File: src/rtl/up_down_counter_4bit_pkg.sv
// Shared width and mode definitions for the 4-bit synchronous up/down counter.
package up_down_counter_4bit_pkg;

    localparam int COUNT_W = 4;

    typedef enum logic {
        MODE_DOWN = 1'b0,
        MODE_UP   = 1'b1
    } mode_e;

endpackage

File: src/rtl/up_down_counter_4bit_t_flip_flop.sv
// Single T flip-flop stage: toggles on the rising clock edge when T is high.
// It is cleared asynchronously to 0 by rst.
module t_flip_flop
    import up_down_counter_4bit_pkg::*;
(
    input  logic clk,
    input  logic rst,
    input  logic T,
    output logic Q
);

    logic q_q;
    logic q_d;

    assign q_d = q_q ^ T;

    // NOTE: Flop state uses non-blocking assignment so that every stage samples
    // the pre-edge values of its neighbours.
    always_ff @(posedge clk or posedge rst) begin
        if (rst) begin
            q_q <= 1'b0;
        end else begin
            q_q <= q_d;
        end
    end

    assign Q = q_q;

endmodule

File: src/rtl/up_down_counter_4bit.sv
// 4-bit up/down counter built from four T flip-flops on one shared clock.
// A mode-steered carry/borrow chain selects which stages toggle.
module up_down_counter_4bit
    import up_down_counter_4bit_pkg::*;
(
    input  logic               clk,
    input  logic               rst,
    input  logic               M,
    output logic [COUNT_W-1:0] Q
);

    logic [COUNT_W-1:0] count_w;
    logic [COUNT_W-1:0] toggle_w;
    logic [COUNT_W-2:0] match_w;
    mode_e              mode_w;

    assign mode_w = mode_e'(M);

    // In up mode a stage carries when all lower bits are 1.
    // In down mode it borrows when all lower bits are 0.
    assign match_w = (mode_w == MODE_UP) ? count_w[COUNT_W-2:0] : ~count_w[COUNT_W-2:0];

    for (genvar i = 0; i < COUNT_W; i++) begin : g_stage
        if (i == 0) begin : g_lsb
            assign toggle_w[i] = 1'b1;
        end else begin : g_upper
            assign toggle_w[i] = &match_w[i-1:0];
        end

        t_flip_flop u_tff (
            .clk (clk),
            .rst (rst),
            .T   (toggle_w[i]),
            .Q   (count_w[i])
        );
    end

    assign Q = count_w;

endmodule

File: config.mk
export PLATFORM = sky130hd
export DESIGN_NAME = up_down_counter_4bit
export DESIGN_NICKNAME = d
export VERILOG_FILES = /design/src/rtl/up_down_counter_4bit_pkg.sv /design/src/rtl/up_down_counter_4bit_t_flip_flop.sv /design/src/rtl/up_down_counter_4bit.sv
export SDC_FILE = /design/constraint.sdc
export NUM_CORES = 1
export LEC_CHECK = 0
export BUFFER_PORTS_ARGS = -buffer_cell sky130_fd_sc_hd__buf_2
export CELL_PAD_IN_SITES_DETAIL_PLACEMENT = 0
export CELL_PAD_IN_SITES_GLOBAL_PLACEMENT = 1
export CORE_AREA = 3 3 40 42
export CTS_CLUSTER_DIAMETER = 30
export CTS_CLUSTER_SIZE = 30
export DETAILED_ROUTE_END_ITERATION = 6
export DIE_AREA = 0 0 43 45
export PLACE_DENSITY = 0.42
export SETUP_SLACK_MARGIN = 0.2
export SYNTH_ARGS = -nofsm -noshare
export SYNTH_HDL_FRONTEND = slang
export SYNTH_SLANG_ARGS = --single-unit
File: constraint.sdc
create_clock -name clk -period 1.5 [get_ports clk]
set_clock_uncertainty 0.05 [all_clocks]
set_input_delay 0.3 -clock clk [delete_from_list [all_inputs] [get_ports clk]]
set_output_delay 0.3 -clock clk [all_outputs]
set_load 0.1 [all_outputs]
=== Word-level counts from Yosys, hierarchy flattened ===
Cells that the tools add are included.

* Muxes and demuxes: 1
* Bitwise logic cells: 5
* Reductions and logical operators: 2

{| class="wikitable"
|+ Operators by type and width
! kind !! count
|-
| two-way mux 3 bit || 1
|-
| inverter 3 bit || 1
|-
| AND reduction 3 bit || 1
|-
| bitwise XOR 1 bit || 3
|-
| AND reduction 2 bit || 1
|-
| inverter 1 bit || 1
|}

* Register bits: 4
* Bits of input ports: 3
* Output and inout bits: 4
* Word-level logic and storage cells: 12

=== Logic depth before layout (Yosys ltp) ===
* Depth in word-level cells: 4
* Depth in mapped cells: 3
* Depth with buffers taken out: 3

=== Cells and area by module ===
From an unflattened synthesis, not the netlist that was laid out.

* Cells, all modules: 19
* Area, all modules: 197.7 um2

{| class="wikitable"
|+ Modules (own cells, without submodules)
! module !! times used !! cells each !! area an instance (um2) !! sequential area each (um2)
|-
| t_flip_flop || 4 || 3 || 37.5 || 25.0
|-
| up_down_counter_4bit || 1 || 7 || 47.5 || 0.0
|}

=== Least setup slack after synthesis ===
Ideal clock, no wire load.

* Kind: register -> output
* Start point: reg g_stage[0].u_tff.q_q
* End point: out Q[0]
* Arrival time: 0.708 ns
* Required time: 1.150 ns
* Slack: 0.442 ns
* Stages on the path, launching flop included: 2
* Path buffers: 1
* Cell sequence: dfrtp_1 > buf_4

{| class="wikitable"
|+ RTL lines
! element !! line !! RTL
|-
| start: declaration || up_down_counter_4bit_t_flip_flop.sv:12 || <nowiki>logic q_q;</nowiki>
|-
| start signal: assignment || up_down_counter_4bit_t_flip_flop.sv:23 || <nowiki>q_q <= q_d;</nowiki>
|-
| end: declaration || up_down_counter_4bit.sv:9 || <nowiki>output logic [COUNT_W-1:0] Q</nowiki>
|}

No word-level cell between the ends.

=== Final worst setup path ===
* Start point: reg g_stage[3].u_tff.q_q
* End point: out Q[3]

{| class="wikitable"
|+ RTL lines
! element !! line
|-
| start: declaration || up_down_counter_4bit_t_flip_flop.sv:12
|-
| start signal: assignment || up_down_counter_4bit_t_flip_flop.sv:23
|}

No word-level cell between the ends.

==> results.md <==
- Pre-CTS WS: roughly 0.37 ns
- Clock buffer depth: 2
- CP Data Arrival Time: 0.89 ns
- Post-synthesis register bit count: 4
- Iteration-0 DRC Markers: 5
- Layout cells sized above 1: 0.480
- Worst setup SP type: flip-flop
- Initial antenna violation count: 0
- CP top delay family: flip-flops
- Final Critical Period: approximately 1.2 ns
- Clk slew on worst S/H paths: 0.04 ns
- Cell variety after synth: 10
- DRC Markers: 0
- Nets: 30
- Fmax: 0.809 GHz
- Starting Density: 0.159
- Crit path capture type: output pin
- CTS buffer count: 3
- CP max stage delay: around 0.35 ns
- DP Area: between 200 and 300 um^2
- Largest register FFs: 4
- Final Wtd Congestion: 0.620
- Antenna cell count: 0
- Die width: 43 um
- DRT antenna net count: 0
- Global-route wire length before repair: 552 um
- Max-cap violations: 0
- DR WL/cell: 8.55 um
- Synth warn: 0
- Post-route cell area: 305 um^2
- Final setup margin: 0.265 ns
- Detailed Route WL: 342 um
- Num ports: 7
- Die Ht: 45 um
- Drt pass-1 iters: 2
- Setup Total Neg Slack: 0 ns
- CP Class: reg2out
- Total number of vias: 139
- Worst path bufs/invs: 1
- Postcts setup bufs: 0
- Critical path's slowest cell: dfrtp_1
- GRT overflow: 0
- Tightest Pin Transition: ~0.28 ns
- Final hold violations: 0
- Worst-path cell chain: buf_4
- Post-synthesis cell area: 204 um^2
- CTS tree: built
- Die area: between 1500 and 2000 um^2
- Syn Inst Count: 19
- Placed cell count: 36
- Syn avg cell area: 10.7 um^2
- Crit share post-route: 0.824
- Root Buffer: clkbuf_4
- Critical-path maximum fanout: 2
- Vias in the first global route: 140
- Clock Latency Late Sink: 0.23 ns
- CTS H-tree depth: 1
- Final slew viol count: 0
- Slew HR: 0.816
- Area grow syn2layout: 49.7%
- Post-Synthesis Net Count: 22
- Total core area: approximately 1300 um^2
- GRT Util Overall: 0.0476
- Finished Layout Cells: 40
- Clock sink total: 4
- Final setup vio count: 0
- Seq/Total Area, Yosys: 0.491
- FP Rows: 13
- RSZ-0062 raised after global routing: no
- Outcome: finished, final reports clean
- Worst Path Required: 1.15 ns
- Vias per cell: roughly 3.5
- Hold WC Path Type: in2reg
- Port buffer count: 6
- Largest net degree at the start of global routing: 7
[kinds of logic after synthesis]
logic type / Yosys count / synth area share
and+or+nand+nor: 3 / 0.0982
DFF: 4 / 0.491
AOI/OAI and AO/OA: 2 / 0.0552
xor gates and xnor gates: 4 / 0.172
buffers and inverters: 6 / 0.184
[metrics by stage]
| step | hold WS (ns) | util |
|---|---|---|
| 2_1_floorplan | 0.0161 | - |
| 3_3_place_gp | 0.136 | 0.208 |
| 3_5_place_dp | 0.136 | 0.208 |
| 4_1_cts | 0.253 | 0.236 |
| 5_1_grt | 0.259 | 0.238 |
| 6_report | 0.257 | 0.238 |
[repair_timing]
| item | in CTS | in global routing |
|---|---|---|
| cloned | 0 | 0 |
| setup endpoints to repair | 1 | 2 |
| hold endpoints to repair | 4 | 0 |
| gates resized for setup | 1 | 2 |
| hold buffers | 1 | 0 |
[placed cells by master (no fill, tap or decap), types with 2 or more instances in the layout]
master and instances:
buf_12 3, buf_2 2, clkbuf_4 3, dfrtp_1 2, dfrtp_2 2, inv_1 2
xnor2_1 3
[per-layer routing]
layer / global-route usage / vias to the layer above / part of all wire
met2: 0.0569 / 7 / 0.39
li1: - / 69 / -
met1: 0.0389 / 63 / 0.42
met5: 0 / - / 0
met3: 0.0757 / 0 / 0.18
met4: 0.0181 / 0 / 0
[final cells by class]
cell class,instances,area [um^2]
fill,137,980
inverter,2,7.51
sequential,4,103
tap,15,18.8
multi-input combinational,9,66.3
clock buffer,3,22.5
timing repair buffer,7,87.6
[synthesized netlist by cell type]
master | count | area share
xor2_1 | 1 | 0.043
xnor2_1 | 3 | 0.13
nor3_1 | 1 | 0.025
dfrtp_1 | 4 | 0.49
nor4_1 | 1 | 0.031
inv_1 | 2 | 0.037
a21oi_1 | 1 | 0.025
a31oi_1 | 1 | 0.031
buf_4 | 4 | 0.15
and2_4 | 1 | 0.043
[worst paths after layout]
kind / endpoint / slack (ns) / depth (start not counted) / from
worst max-delay path: Q[3] / 0.26 / 1 / g_stage[3].u_tff.Q
worst min-delay path: g_stage[1].u_tff.Q / 0.26 / 2 / M
worst max register to register: g_stage[3].u_tff.Q / 0.38 / 3 / g_stage[2].u_tff.Q
worst min register to register: g_stage[3].u_tff.Q / 0.42 / 1 / g_stage[3].u_tff.Q
max in group asynchronous: g_stage[1].u_tff.Q / 0.80 / 3 / rst
min in group asynchronous: g_stage[3].u_tff.Q / 0.43 / 3 / rst
[worst register-to-register path, delay by kind of cell (launching register included)]
family | cells | cell delay, ns
AO/OA/AOI/OAI | 1 | 0.09
XOR/XNOR | 1 | 0.14
flip-flops | 1 | 0.43
AND/OR/NAND/NOR | 1 | 0.29
Power is left out: the tool's default activity adds up to more than one toggle a clock period on the data nets, which glitch-free logic cannot reach.
